`config.mk`:
```
export PLATFORM = sky130hd
export DESIGN_NAME = detector_jogada
export DESIGN_NICKNAME = d
export VERILOG_FILES = /design/src/rtl/jogo_pkg.sv /design/src/rtl/sincronizador_2ff.sv /design/src/rtl/detector_jogada.sv
export SDC_FILE = /design/constraint.sdc
export NUM_CORES = 1
export LEC_CHECK = 0
export ABC_AREA = 1
export BUFFER_PORTS_ARGS = -buffer_cell sky130_fd_sc_hd__buf_4
export CAP_MARGIN = 10
export CORE_UTILIZATION = 50
export CTS_BUF_LIST = sky130_fd_sc_hd__clkbuf_4 sky130_fd_sc_hd__clkbuf_8 sky130_fd_sc_hd__clkbuf_16
export DETAILED_ROUTE_END_ITERATION = 7
export GPL_ROUTABILITY_DRIVEN = 0
export PLACE_DENSITY = 0.74
export SYNTH_ARGS = -nofsm -noshare
export SYNTH_HDL_FRONTEND = slang
export SYNTH_SLANG_ARGS = --single-unit
```
`constraint.sdc`:
```
create_clock -name clock -period 1.15 [get_ports clock]
set_input_delay 0 -clock clock [delete_from_list [all_inputs] [get_ports clock]]
set_output_delay 0 -clock clock [all_outputs]
set_load 0.02 [all_outputs]
```
`src/rtl/jogo_pkg.sv`:
```
// Shared definitions for the player-input path: FSM state codes, button width
// and the default debounce length used by detector_jogada.
package jogo_pkg;

  localparam int LARGURA_BOTOES         = 4;
  localparam int DEBOUNCE_CICLOS_PADRAO = 4;

  // Codes double as the db_estado value shown on the hexa7seg debug display.
  typedef enum logic [2:0] {
    OCIOSO       = 3'd0,
    FILTRA_PRESS = 3'd1,
    REGISTRA     = 3'd2,
    ESPERA_SOLTA = 3'd3,
    FILTRA_SOLTA = 3'd4
  } estado_t;

  function automatic logic eh_one_hot(input logic [LARGURA_BOTOES-1:0] v);
    return (v != '0) && ((v & (v - 1'b1)) == '0);
  endfunction

endpackage

```
`src/rtl/sincronizador_2ff.sv`:
```
// Two-flop synchronizer that brings the asynchronous push-buttons into the
// clock domain; both stages clear to 0 on reset.
module sincronizador_2ff #(
  parameter int LARGURA = 4
) (
  input  logic               clock,
  input  logic               reset,
  input  logic [LARGURA-1:0] d,
  output logic [LARGURA-1:0] q
);

  logic [LARGURA-1:0] estagio1;

  // NOTE: sequential state is written with <= so both stages update from
  // values sampled at the same edge; blocking here would collapse the chain.
  always_ff @(posedge clock or posedge reset) begin
    if (reset) begin
      estagio1 <= '0;
      q        <= '0;
    end else begin
      estagio1 <= d;
      q        <= estagio1;
    end
  end

endmodule

```
`src/rtl/detector_jogada.sv`:
```
// Conditions the raw board buttons into one single-cycle move event plus the
// registered move code. Optional ECO_LEDS_EN adds the leds_eco echo output.
module detector_jogada
  import jogo_pkg::*;
#(
  parameter int DEBOUNCE_CICLOS = DEBOUNCE_CICLOS_PADRAO
) (
  input  logic                      clock,
  input  logic                      reset,
  input  logic [LARGURA_BOTOES-1:0] botoes,
  input  logic                      habilita,
  input  logic                      zera_jogada,
  output logic                      jogada_feita,
  output logic                      jogada_invalida,
  output logic [LARGURA_BOTOES-1:0] jogada,
  output logic [2:0]                db_estado
`ifdef ECO_LEDS_EN
  ,
  output logic [LARGURA_BOTOES-1:0] leds_eco
`endif
);

  localparam int                CNT_W   = $clog2(DEBOUNCE_CICLOS + 1);
  localparam logic [CNT_W-1:0]  CNT_MAX = CNT_W'(DEBOUNCE_CICLOS);
  localparam logic [CNT_W-1:0]  CNT_UM  = CNT_W'(1);

  logic [LARGURA_BOTOES-1:0] s;
  logic [LARGURA_BOTOES-1:0] amostra;
  logic [CNT_W-1:0]          cnt;
  estado_t                   estado;

  sincronizador_2ff #(
    .LARGURA (LARGURA_BOTOES)
  ) u_sincronizador (
    .clock (clock),
    .reset (reset),
    .d     (botoes),
    .q     (s)
  );

  always_ff @(posedge clock or posedge reset) begin
    if (reset) begin
      estado  <= OCIOSO;
      amostra <= '0;
      cnt     <= '0;
      jogada  <= '0;
    end else begin
      // An accept in REGISTRA below overrides this clear in the same cycle.
      if (zera_jogada) jogada <= '0;

      if (!habilita) begin
        // Parking in ESPERA_SOLTA forces a held button to be released first.
        estado <= ESPERA_SOLTA;
      end else begin
        case (estado)
          OCIOSO: begin
            if (s != '0) begin
              estado  <= FILTRA_PRESS;
              amostra <= s;
              cnt     <= CNT_UM;
            end
          end
          FILTRA_PRESS: begin
            if (s == '0) begin
              estado <= OCIOSO;
            end else if (s != amostra) begin
              amostra <= s;
              cnt     <= CNT_UM;
            end else if (cnt == CNT_MAX) begin
              estado <= REGISTRA;
            end else begin
              cnt <= cnt + 1'b1;
            end
          end
          REGISTRA: begin
            if (eh_one_hot(amostra)) jogada <= amostra;
            estado <= ESPERA_SOLTA;
          end
          ESPERA_SOLTA: begin
            if (s == '0) begin
              estado <= FILTRA_SOLTA;
              cnt    <= CNT_UM;
            end
          end
          FILTRA_SOLTA: begin
            if (s != '0) begin
              estado <= ESPERA_SOLTA;
            end else if (cnt == CNT_MAX) begin
              estado <= OCIOSO;
            end else begin
              cnt <= cnt + 1'b1;
            end
          end
          default: estado <= OCIOSO;
        endcase
      end
    end
  end

  // Moore decode of the registered state, qualified by habilita so a move is
  // never reported while the control unit has the buttons disabled.
  assign jogada_feita    = habilita && (estado == REGISTRA) &&  eh_one_hot(amostra);
  assign jogada_invalida = habilita && (estado == REGISTRA) && !eh_one_hot(amostra);
  assign db_estado       = estado;

`ifdef ECO_LEDS_EN
  assign leds_eco = ((estado == REGISTRA) || (estado == ESPERA_SOLTA)) ? amostra : '0;
`endif

endmodule

```
==> results_dict.tcl <==
set metrics [dict create \
    layout_min_cycle_time_ns 1.61 \
    dieArea_um2 2720 \
    cp-end-kind "flop" \
    fillCellCount 91 \
    fin_area_um2 2090 \
    outcome "complete, but fails checks" \
    portBuffers 16 \
    synth_common_cells "nand2_1 (52), dfrtp_1 (22), inv_1 (22)" \
    synth_flop_cell "dfrtp_1" \
    areaGrowthSynthToFinish_pct 65.9 \
    drc 0 \
    finalClockSkew_ns 0.00281 \
    synth-seq-area-share_pct 43.8 \
    place_area_um2 1620 \
    critPathMaxFanout 5 \
    grt_overflow 0 \
    grt_pass1_vias 1430 \
    slew_headroom_pct 80.4 \
    yosys.area.top_type "dfrtp_1" \
    synth_nets 176 \
    ios 17 \
    cts.sinks 22 \
    crit_required_ns 1.37 \
    drt_iter0_markers 108 \
    diodes 0 \
    worst_slew_pin_slew_ns 0.294 \
    critical_path.max_stage_delay_ns 0.41 \
    maxCapViolCount 0 \
    fin_ws_ns -0.463 \
    vdd_drop_max_mv 1.76 \
    synth.most_common_cell "nand2_1" \
    core_um2 2300 \
    leakagePower_nw 1.06 \
    die_x_um 52.2 \
    setup_viol 18 \
    path_common_cell "nand2_2" \
    p_total_mw 5.12 \
    async_reset_ff_share_pct 100 \
    synth.area.top_cells "dfrtp_1 (44%), nand2_1 (16%), inv_1 (6.6%)" \
    fmax_mhz 620 \
    syn_avg_cell_area_um2 7.58 \
    path_cells "nor2_1 -> nand2_2 -> buf_6 -> nand3_1 -> nand2_2 -> nor2_4 -> nand2_2 -> nand2_1 -> nand2_1" \
    routed_wl_mm 4.91 \
    ys_ff_latch 22 \
    powerDensity_nw_per_um2 2450 \
    hold_path_class "input port to flop" \
    cts_tree "done" \
    cp.arrival_ns 1.84 \
    start_kind "flop" \
    nets 249 \
    netlist_area_um2 1260 \
    violations "negative setup slack" \
    cts.reportedPaths.clkPinSlew_ns 0.14 \
    routedWlPerCell_um 18.5 \
    synth_top_area_share_pct 43.8 \
    routed_via_density 5.77 \
    synthCells 166 \
    clkLatencyLatePin_ns 0.32 \
    h-tree-depth 1 \
    grt_pass1_wl_mm 6.39 \
    grt_max_degree 23 \
    yosysUniqueCellTypes 22 \
    track_usage_pct 32.7 \
    synth_edf_count 0 \
    antenna_found_initial 0 \
    finalCritPeriodShare_pct 140 \
    drive_gt1_share_pct 52.1 \
    hold_ws_ns 0.0706 \
    dpl_worst_slack_ns -0.213 \
    cts-root-buf "clkbuf_4" \
    dp_hpwl_mm 2.13 \
    path_class "flop to flop" \
    rsz0062_at_grt "yes" \
    final_max_slew_viol_count 0 \
    hold_viol 0 \
    rows 17 \
    start_util_pct 54.7 \
    cts_buffers 3 \
    vias 1536 \
    die_h_um 52.2 \
    postRouteAntennaNets 0 \
    cts_buffer_depth 2 \
    firstDrtPassIters 4 \
    yosysWarnings 0 \
    crit_slowest_cell "dfrtp_1" \
]
-- registers in the layout, indices dropped and copies added (netlist names) --
name                      cells
u_sincronizador.estagio1      4
amostra                       4
jogada                        4
cnt                           3
db_estado                     3
u_sincronizador.q             4
-- worst max-delay path, delay by kind of cell (launching register included) --
family	cells	cell delay, ns
buffers and inverters	1	0.16
and+or+nand+nor	8	0.95
DFF	1	0.41
-- timing repair --
item,in CTS,in global routing
pin swaps,16,10
hold endpoints to repair,30,0
hold buffers,6,0
buffers inserted,17,5
resized for setup,30,21
endpoints found under the setup margin,16,18
-- report_power, final --
group	internal (mW)	total (mW)	leakage, nW	switching, mW
Clock	0.352	0.632	0.0279	0.280
Sequential	0.971	1.22	0.269	0.254
Combinational	1.50	3.26	0.765	1.76
-- final timing paths --
path                                                       start                              to  slack (ns)  depth (start not counted)
max                               u_sincronizador.q[2]$_DFF_PP0_        db_estado[0]$_DFFE_PP0P_       -0.46                          9
min                                                     habilita        db_estado[2]$_DFFE_PP0P_        0.07                          4
max reg2reg                       u_sincronizador.q[2]$_DFF_PP0_        db_estado[0]$_DFFE_PP0P_       -0.46                          9
min reg2reg                u_sincronizador.estagio1[3]$_DFF_PP0_  u_sincronizador.q[3]$_DFF_PP0_        0.37                          0
max in group asynchronous                                  reset        db_estado[1]$_DFFE_PP0P_        0.64                          4
min in group asynchronous                                  reset  u_sincronizador.q[0]$_DFF_PP0_        0.26                          4
-- cells by family (layout without fill, tap and decap cells) --
| family | after synthesis | count (layout) | share of synthesized area [%] |
|---|---|---|---|
| simple gates | 102 | 102 | 40.3 |
| xor+xnor | 1 | 1 | 0.697 |
| flops | 22 | 22 | 43.8 |
| fa+ha+maj | 2 | 2 | 1.99 |
| compound gates | 10 | 10 | 4.58 |
| buf+inv | 29 | 101 | 8.66 |
-- cells in the final DEF (no fill, tap or decap), types with 2 or more instances in the layout --
cell,netlist,layout
nor2_2,0,2
inv_4,0,2
dlygate4sd3_1,0,6
nand2_2,7,16
a21oi_2,0,2
clkbuf_4,0,3
ha_1,2,2
nand3_1,12,8
nor2_1,16,9
buf_6,0,12
nor2_4,4,9
inv_1,22,20
nand4_1,3,3
buf_4,0,49
nand3_2,4,5
nand2_1,52,41
nand3_4,0,3
inv_2,6,6
dfrtp_1,22,18
dfrtp_2,0,4
nand2_4,1,3
o21ai_1,5,5
-- through the flow --
stage / TNS (ns) / instances / util [%]
after floorplan: -1.55 / 166 / -
after global placement: -2.18 / 235 / 70.7
after detailed placement: -2.67 / 235 / 70.7
after CTS: -3.52 / 262 / 86.5
after global routing: -6.26 / 266 / 90.8
final: -5.36 / 266 / 90.8
-- metal layers --
metal	up-vias	routed length, um	global-route usage (%)
met5	-	0	0
met4	0	378	11.0
met3	50	413	3.80
met2	125	2390	62.6
met1	701	1730	36.9
li1	660	-	-
-- layout make-up --
cell class / count / area [um^2] / share of cell area (%)
Clock inverter: 1 / 30.0 / 1.44
Sequential cell: 22 / 556 / 26.6
Timing Repair Buffer: 68 / 583 / 28.0
Inverter: 29 / 119 / 5.70
Tap cell: 28 / 35.0 / 1.68
Multi-Input combinational cell: 115 / 741 / 35.5
Clock buffer: 3 / 22.5 / 1.08
(Power assumes the default switching activity.)
